--- src/rtl/alu_decoder.sv ---
// ALU control decoder: maps the main-decoder class (ALUOp) plus the funct3,
// funct7[5] and opcode[5] instruction bits onto a 3-bit ALU operation code
// and an illegal-combination flag.
//
// Parameter REG_OUT selects registered (1, one cycle of latency, load enable
// en, synchronous active-low reset) or purely combinational (0) outputs.
//
// Optional feature macro: ALU_DECODER_XOR_EN
//   defined   -> ALUOp=10, funct3=100 decodes to xor (100)
//   undefined -> that combination is illegal and code 100 is never produced
module alu_decoder #(
  parameter bit REG_OUT = 1'b1
) (
  input  logic       clk,
  input  logic       rst_n,
  input  logic       en,
  input  logic       op5,
  input  logic       funct7,
  input  logic [2:0] funct3,
  input  logic [1:0] ALUOp,
  output logic [2:0] ALUControl,
  output logic       illegal
);

  localparam logic [2:0] ALU_ADD = 3'b000;
  localparam logic [2:0] ALU_SUB = 3'b001;
  localparam logic [2:0] ALU_AND = 3'b010;
  localparam logic [2:0] ALU_OR  = 3'b011;
  localparam logic [2:0] ALU_XOR = 3'b100;
  localparam logic [2:0] ALU_SLT = 3'b101;

  logic [2:0] dec_ctrl;
  logic       dec_ill;
  logic [2:0] ctrl_d;
  logic [2:0] ctrl_q;
  logic       ill_d;
  logic       ill_q;

  // Pure combinational decode of the current instruction fields
  always_comb begin
    dec_ctrl = ALU_ADD;
    dec_ill  = 1'b0;
    unique case (ALUOp)
      2'b00: dec_ctrl = ALU_ADD;
      2'b01: dec_ctrl = ALU_SUB;
      2'b10: begin
        unique case (funct3)
          // Only R-type with funct7[5] set is sub; addi ignores the immediate bit
          3'b000: dec_ctrl = (op5 && funct7) ? ALU_SUB : ALU_ADD;
          3'b010: dec_ctrl = ALU_SLT;
          3'b110: dec_ctrl = ALU_OR;
          3'b111: dec_ctrl = ALU_AND;
`ifdef ALU_DECODER_XOR_EN
          3'b100: dec_ctrl = ALU_XOR;
`else
          3'b100: begin
            dec_ctrl = ALU_ADD;
            dec_ill  = 1'b1;
          end
`endif
          default: begin
            dec_ctrl = ALU_ADD;
            dec_ill  = 1'b1;
          end
        endcase
      end
      default: begin
        dec_ctrl = ALU_ADD;
        dec_ill  = 1'b1;
      end
    endcase
  end

  // Next-state for the output register: load on en, otherwise hold
  always_comb begin
    ctrl_d = ctrl_q;
    ill_d  = ill_q;
    if (en) begin
      ctrl_d = dec_ctrl;
      ill_d  = dec_ill;
    end
  end

  // Output register; reset wins over the load enable
  always_ff @(posedge clk) begin
    if (!rst_n) begin
      ctrl_q <= ALU_ADD;
      ill_q  <= 1'b0;
    end else begin
      ctrl_q <= ctrl_d;
      ill_q  <= ill_d;
    end
  end

  // Output timing select; the unused path is trimmed at elaboration
  always_comb begin
    if (REG_OUT) begin
      ALUControl = ctrl_q;
      illegal    = ill_q;
    end else begin
      ALUControl = dec_ctrl;
      illegal    = dec_ill;
    end
  end

endmodule

--- config.mk ---
export PLATFORM = sky130hd
export DESIGN_NAME = alu_decoder
export DESIGN_NICKNAME = d
export VERILOG_FILES = /design/src/rtl/alu_decoder.sv
export SDC_FILE = /design/constraint.sdc
export NUM_CORES = 1
export LEC_CHECK = 0
export BUFFER_PORTS_ARGS = -buffer_cell sky130_fd_sc_hd__buf_2
export CAP_MARGIN = 40
export CORE_AREA = 2 2 39 41
export CTS_BUF_LIST = sky130_fd_sc_hd__clkbuf_4
export CTS_CLUSTER_SIZE = 16
export DETAILED_ROUTE_END_ITERATION = 10
export DIE_AREA = 0 0 41 43
export GPL_ROUTABILITY_DRIVEN = 1
export HOLD_SLACK_MARGIN = 0.1
export SYNTH_ARGS = -nofsm -noshare
export SYNTH_HDL_FRONTEND = slang
export SYNTH_SLANG_ARGS = --single-unit
--- constraint.sdc ---
create_clock -name clk -period 3.19 [get_ports clk]
set_input_delay 0.638 -clock clk [delete_from_list [all_inputs] [get_ports clk]]
set_output_delay 0.638 -clock clk [all_outputs]
set_load 0.01 [all_outputs]
# [Word level (Yosys, flattened, before mapping)]
# Index checks and enable logic that the tools add are counted.
# Widths: inputs -> output; s select.
[word_totals] regBits=4 inputBits=10 output_inout_bits=4 elab_cells=17
[classes] n_eq_ne=5 muxes=5 n_reduce_logical=5
[ops] operator="$pmux 3 s4" n=1
[ops] operator="$eq 3x3->1 const B" n=2
[ops] operator="$pmux 3 s2" n=1
[ops] operator="$reduce_or 4->1" n=1
[ops] operator="$eq 3x2->1 const B" n=1
[ops] operator="$logic_not 3->1" n=1
[ops] operator="$eq 2x1->1 const B" n=1
[ops] operator="$eq 2x2->1 const B" n=1
[ops] operator="$logic_not 2->1" n=1
[ops] operator="$mux 1" n=2
[ops] operator="$pmux 1 s2" n=1
[ops] operator="$reduce_or 2->1" n=1
[ops] operator="$logic_and 1x1->1" n=1

# [Logic depth before layout (Yosys ltp)]
# Gate-level depths: netlist of run 1.
[depth] depth_word=4 mapped_depth=5 ltp_nobuf=5

# [Worst setup path after synthesis of run 1]
# No wires, ideal clock.
[synth_timing] path_type="input to register" startpoint="input ALUOp[0]" endpoint="register ill_q (netlist: illegal)" setup_time_ns=0.074 arrival_time_ns=1.402 required_time_ns=3.116 slack_ns=1.714 stages=4 path_buffers=0 path_cell_list="inv_1 ha_1 or3_1 a31oi_1"
[synth_via] elab_chain_cells=3 elab_cells_between_ends=5 cone_classes="eq/ne (2); mux (1); reduce/logical (2)"
[synth_rtl] item="from (decl)" line="20" source="input logic [1:0] ALUOp,"
[synth_rtl] item="$eq 2x1->1 or $logic_not 2->1 (tied branches)" line="43" source="unique case (ALUOp)"
[synth_rtl] item="$reduce_or 2->1 (no line)"
[synth_rtl] item="$pmux 1 s2 (*)" line="43"
[synth_rtl] item="to (signal assigned)" line="91" source="ill_q <= ill_d;"
[synth_rtl] item="to (decl)" line="37" source="logic ill_q;"
# Every way passes the cells marked *; elsewhere a longest branch is shown, timed or not.
# A chain may end at the register's enable or synchronous reset.

# [Worst setup path after layout of run 1]
[layout_timing] startpoint="input ALUOp[0]" endpoint="register ctrl_q[0] (netlist: ALUControl[0])"
[layout_via] elab_chain_cells=2 elab_cells_between_ends=3 cone_classes="eq/ne (2); mux (1)"
[layout_rtl] item="$eq 2x2->1 or $eq 2x1->1 (tied branches)" line="43"
[layout_rtl] item="$pmux 3 s2 (*)" line="43"
[layout_rtl] item="to (signal assigned)" line="90" source="ctrl_q <= ctrl_d;"
[layout_rtl] item="to (decl)" line="35" source="logic [2:0] ctrl_q;"
# Marked as above.

==> results of run 1 <==
[stage by stage]
stage	util (%)	hold slack, ps	instance area (um^2)	power, mW	setup slack, ps
floorplan	-	496	262	0.0642	1710
global placement	25.0	468	347	0.0760	1520
detailed placement	25.0	466	347	0.0764	1510
CTS	26.7	475	369	0.141	1760
global route	26.7	493	369	0.145	1660
finish	26.7	468	369	0.137	1780
[area by class of cell]
class / instances / area (um^2)
fill: 171 / 1010
multi-input combinational: 21 / 163
sequential: 4 / 80.1
timing repair buffer: 13 / 65.1
clock buffer: 3 / 22.5
tap: 16 / 20.0
inverter: 5 / 18.8
[cell families (layout without fill, tap and decap cells)]
group / count (synthesis) / after routing / synth area share (%)
and+or+nand+nor: 11 / 11 / 31.1
AOI/OAI and AO/OA: 7 / 7 / 16.7
buffers and inverters: 5 / 21 / 7.18
DFF: 4 / 4 / 30.6
adders and majority gates: 3 / 3 / 14.4
[flip-flops by register name (all words and copies together), names as in the netlist]
register,flops
illegal,1
ALUControl,3
[critical path: stages]
cell and delay [ps]:
sky130_fd_sc_hd__buf_2 90, sky130_fd_sc_hd__inv_1 50, sky130_fd_sc_hd__ha_1 240, sky130_fd_sc_hd__and3b_1 190, sky130_fd_sc_hd__a211oi_1 230, sky130_fd_sc_hd__o21ai_1 90
[layout by cell type, fill, tap and decap left out, types with 2 or more instances in the layout]
cell / netlist / layout
sky130_fd_sc_hd__and2_1: 2 / 2
sky130_fd_sc_hd__buf_2: 0 / 13
sky130_fd_sc_hd__clkbuf_4: 0 / 3
sky130_fd_sc_hd__dfxtp_1: 4 / 4
sky130_fd_sc_hd__ha_1: 3 / 3
sky130_fd_sc_hd__inv_1: 5 / 5
sky130_fd_sc_hd__nor2b_1: 2 / 2
sky130_fd_sc_hd__o21ai_0: 2 / 2
[routing by layer]
layer,part of all wire [%],global-route usage (%),up-vias
li1,-,-,138
met1,46,9.58,113
met2,45,11.3,10
met3,8.8,1.57,0
met4,0,10.0,0
met5,0,0,-
[worst paths after layout]
| check | start | to | slack, ps |
|---|---|---|---|
| setup / recovery | ALUOp[0] | ALUControl[0]$_SDFFE_PN0P_ | 1780 |
| hold / removal | ALUControl[0]$_SDFFE_PN0P_ | ALUControl[0]$_SDFFE_PN0P_ | 470 |
| setup reg to reg | ALUControl[1]$_SDFFE_PN0P_ | ALUControl[1]$_SDFFE_PN0P_ | 2520 |
| hold reg to reg | ALUControl[0]$_SDFFE_PN0P_ | ALUControl[0]$_SDFFE_PN0P_ | 470 |
[power groups by stage]
| stage | registers [mW] | logic [mW] | clock network (mW) |
|---|---|---|---|
| floorplan | 0.0542 | 0.0100 | 0 |
| global placement | 0.0534 | 0.0226 | 0 |
| detailed placement | 0.0534 | 0.0230 | 0 |
| CTS | 0.0526 | 0.0231 | 0.0656 |
| global route | 0.0527 | 0.0261 | 0.0665 |
| finish | 0.0526 | 0.0225 | 0.0618 |
==> impl_metrics.ini, run 1 <==
[logic_synthesis]
synth.ff_latch_count = 4
leading_cell_types_by_count_after_synthesis = 5 x sky130_fd_sc_hd__inv_1, 4 x sky130_fd_sc_hd__dfxtp_1, 3 x sky130_fd_sc_hd__ha_1
synth-seq-area-share_pct = 30.6
post_synthesis_instance_total = 30
post_syn_area_per_cell_um2 = 8.72
yosysMostFrequentCell = sky130_fd_sc_hd__inv_1
synth_top_cell_area_share_pct = 30.6
synth_cell_type_count = 18
synth_async_sr_flop_share_pct = 0
synth_cell_area_um2 = 262
most_area_consuming_cells_after_synthesis = sky130_fd_sc_hd__dfxtp_1 31%, sky130_fd_sc_hd__ha_1 14%, sky130_fd_sc_hd__inv_1 7.2%
yosys.area.top_type = sky130_fd_sc_hd__dfxtp_1
synth_edf_count = 0
syn-num-nets = 43
synthesis.yosys.warnings = 0
main_synth_ff_type = sky130_fd_sc_hd__dfxtp_1

[timing]
finalSetupViolCount = 0
setup-tns-final_ps = 0
relative_slew_margins_pct = 85.3
post-route-min-period_ps = 1410
finalCritPeriodShare_pct = 44.2
report.final.slew_viol_count = 0
maxClockFrequency_mhz = 709
rsz_0062_raised_after_global_routing = false
clock_skew_ps = 0
timing_worst_slew_pin_value_ps = 218
final-hold-violation-count = 0

[cells_and_area]
final_cells = 62
layout-drive-gt1-share_pct = 39.1
area_growth_syn_to_layout_pct = 41.1
n_antenna_cell = 0
nets = 61

[job]
max-cap-violations = 0

[floorplan]
placement_rows = 14
fp.coreArea_mm2 = 0.00138
io-pin-count = 14
floorplan.die.width_um = 41
floorplan.die_area_mm2 = 0.00176
initial_core_util_pct = 18.9
fp.dieH_um = 43

[setup_path]
setup.worst_path.class = primary input to flip-flop
cp-end-kind = flip-flop
critPathMaxFanout = 5
worstPathRequired_ps = 3310
critPathArrivalTime_ps = 1530
critPathLaunchType = primary input
r2r.worst_path.cells = 3

[clock_tree]
cts.root.buffer_cell = sky130_fd_sc_hd__clkbuf_4
clkLatencyLatePin_ps = 230
cts.hold.buffers_added = 0
postCtsResizedCells = 0
cts-root-to-sink-buffers = 2
cts_num_sinks = 4
cts_inserted_buffers = 3
postCtsSetupRepairBufs = 0
cts_tree = done
clk_pin_slew_ps = 40
cts_htree_levels = 1

[power]
leakagePower_nw = 0.185
clock_power_share_pct = 45.1
worst_supply_voltage_drop_on_vdd_mv = 0.0777
power.combinational.fraction_pct = 16.4
swShare_pct = 23.1
p_sw_mw = 0.0317
pwr-share-seq_pct = 38.4
power.density_mw_per_mm2 = 371
internal-power_mw = 0.105

[placement]
dp_hpwl_um = 461
place.detailed.instances = 59
io_buffers = 13
placer_congestion_estimate = 0.688

[grt]
vias_in_the_first_global_route = 261
largest_net_degree_at_the_start_of_global_routing = 8
grt_pass1_wl_um = 945
antenna_violations_before_repair = 0
globalRouteTotalUtil_pct = 8.42
grt_overflow_total = 0

[drt]
drtPass1Iterations = 2
ant_nets = 0
post-route-drc-count = 0
drt-wirelength-per-cell_um = 8.76
dr.first_iter.drc_count = 1
detail_route.vias_per_cell = 4.21
finalWirelength_um = 543
vias = 261

[run_status]
outcome = complete, no violations

[hold_path]
hold_path_class = flip-flop to flip-flop
whs_path_depth = 2
Note: power is estimated with default switching activity, not from simulation.
==> run 2: changes to the inputs <==
Clock period 3.19 ns to 1.14 ns, I/O delays scaled along.
==> run 2 against run 1 <==
Non-clock buffer count up 1. Register-to-register slack worse by 2100 ps. Via count down 1.1%. Final cell count up 1.6%. Global-route usage down 0.99 points. Die area unchanged. Combinational power rose to 2.9 times the previous value. Utilization up 0.54 points. Count of clock-buffer cells in the layout unchanged. Critical endpoint unchanged. Largest power group unchanged.
==> impl_metrics.ini, run 2 (synthesized netlist as in run 1, its figures left out) <==
[job]
max-cap-violations = 0

[clock_tree]
cts_tree = done
postCtsResizedCells = 0
postCtsSetupRepairBufs = 0
cts_htree_levels = 1
cts-root-to-sink-buffers = 2
clkLatencyLatePin_ps = 230
clk_pin_slew_ps = 40
cts.root.buffer_cell = sky130_fd_sc_hd__clkbuf_4
cts_inserted_buffers = 3
cts_num_sinks = 4
cts.hold.buffers_added = 0

[setup_path]
reg2reg_setup_slack_ps = 460
path_cells = buf_2 -> inv_1 -> ha_1 -> and3b_1 -> a211oi_1 -> o21ai_1
setup.worst_path.class = primary input to flip-flop
critical-path-slowest-cell = sky130_fd_sc_hd__ha_1
critPathMaxFanout = 5
critPathArrivalTime_ps = 1150
cp-end-kind = flip-flop
r2r.worst_path.cells = 3
r2r-start = ALUControl[2]$_SDFFE_PN0P_
critical_path.max_stage_delay_ps = 250
critPathLaunchType = primary input
regToRegEndpoint = ALUControl[2]$_SDFFE_PN0P_
worstPathRequired_ps = 1250

[timing]
timing_worst_slew_pin_value_ps = 234
maxClockFrequency_mhz = 968
post-route-min-period_ps = 1030
clock_skew_ps = 0
final-hold-violation-count = 0
finalSetupViolCount = 0
report.final.slew_viol_count = 0
hold-worst-slack_ps = 261
rsz_0062_raised_after_global_routing = false
relative_slew_margins_pct = 84.3
finalCritPeriodShare_pct = 90.6

[cells_and_area]
n_antenna_cell = 0
layout-drive-gt1-share_pct = 40.4
area_growth_syn_to_layout_pct = 44.0
nets = 62
largest_register_ffs = 3
layout_commonest_cell = sky130_fd_sc_hd__buf_2
layout_common_cells = 13 x sky130_fd_sc_hd__buf_2, 5 x sky130_fd_sc_hd__inv_1, 4 x sky130_fd_sc_hd__dfxtp_1

[drt]
ant_nets = 0
finalWirelength_um = 545
drt-wirelength-per-cell_um = 8.65
detail_route.vias_per_cell = 4.10
dr.first_iter.drc_count = 2
vias = 258
drtPass1Iterations = 4
post-route-drc-count = 0

[floorplan]
fp.coreArea_mm2 = 0.00138
io-pin-count = 14
initial_core_util_pct = 18.9
placement_rows = 14
floorplan.die_area_mm2 = 0.00176
fp.dieH_um = 43
floorplan.die.width_um = 41

[grt]
global_route.usage.met1_pct = 9.94
vias_in_the_first_global_route = 215
globalRouteMet2Util_pct = 7.81
grt_pass1_wl_um = 814
grt_use_met3_pct = 3.14
globalRouteTotalUtil_pct = 7.42
grt_overflow_total = 0
antenna_violations_before_repair = 0
top_usage_layer = met1
largest_net_degree_at_the_start_of_global_routing = 8

[power]
worst_supply_voltage_drop_on_vdd_mv = 0.241
total_power_mw = 0.386
power.density_mw_per_mm2 = 1020
leakagePower_nw = 0.190

[hold_path]
timing.hold.worst.start = rst_n
whs_path_depth = 2
hold_path_class = primary input to flip-flop
min_delay_worst_endpoint = ALUControl[2]$_SDFFE_PN0P_

[run_status]
outcome = complete, no violations

[placement]
io_buffers = 13
placer_congestion_estimate = 0.654
==> run 2: worst max-delay path, delay by kind of cell <==
family | cells | cell delay (ps)
AOI/OAI and AO/OA | 2 | 340
adders and majority gates | 1 | 250
buffers and inverters | 2 | 130
and+or+nand+nor | 1 | 200
==> run 2: cell type report <==
cell class,count,area [um^2]
sequential,4,80.1
inverter,5,18.8
fill,158,1010
timing repair buffer,14,72.6
tap,16,20.0
multi-input combinational,21,163
clock buffer,3,22.5
==> run 2: report_power, final <==
| group | leakage (nW) | switching (mW) | internal (mW) |
|---|---|---|---|
| Clock | 0.0138 | 0.0552 | 0.118 |
| Combinational | 0.143 | 0.0321 | 0.0336 |
| Sequential | 0.0326 | 0.00181 | 0.145 |
==> run 2: layer usage <==
metal / up-vias / share of wire (%) / wire length [um]
met5: - / 0 / 0
met2: 12 / 42 / 227
met3: 0 / 10 / 57
li1: 141 / - / -
met1: 105 / 48 / 260
met4: 0 / 0 / 0
==> run 2: how the worst max path moves through the flow <==
stage          startpoint                         end  slack (ps)  cells after the start
2_1_floorplan    ALUOp[0]        illegal$_SDFFE_PN0P_          70                      4
3_3_place_gp     ALUOp[0]  ALUControl[0]$_SDFFE_PN0P_        -130                      6
3_5_place_dp     ALUOp[0]  ALUControl[0]$_SDFFE_PN0P_        -160                      6
4_1_cts          ALUOp[0]  ALUControl[0]$_SDFFE_PN0P_          90                      6
5_1_grt          ALUOp[0]  ALUControl[0]$_SDFFE_PN0P_          30                      6
6_report         ALUOp[0]  ALUControl[0]$_SDFFE_PN0P_         110                      6
==> run 2: metrics by stage <==
stage	std cells	utilization, %	setup TNS (ps)	worst slack [ps]	instance area [um^2]
after global routing	63	27.2	0	30.2	377
after global placement	60	25.6	-252	-134	354
after detailed placement	60	25.6	-297	-156	354
after floorplan	30	-	0	74.1	262
final	63	27.2	0	107	377
after CTS	63	27.2	0	92.1	377
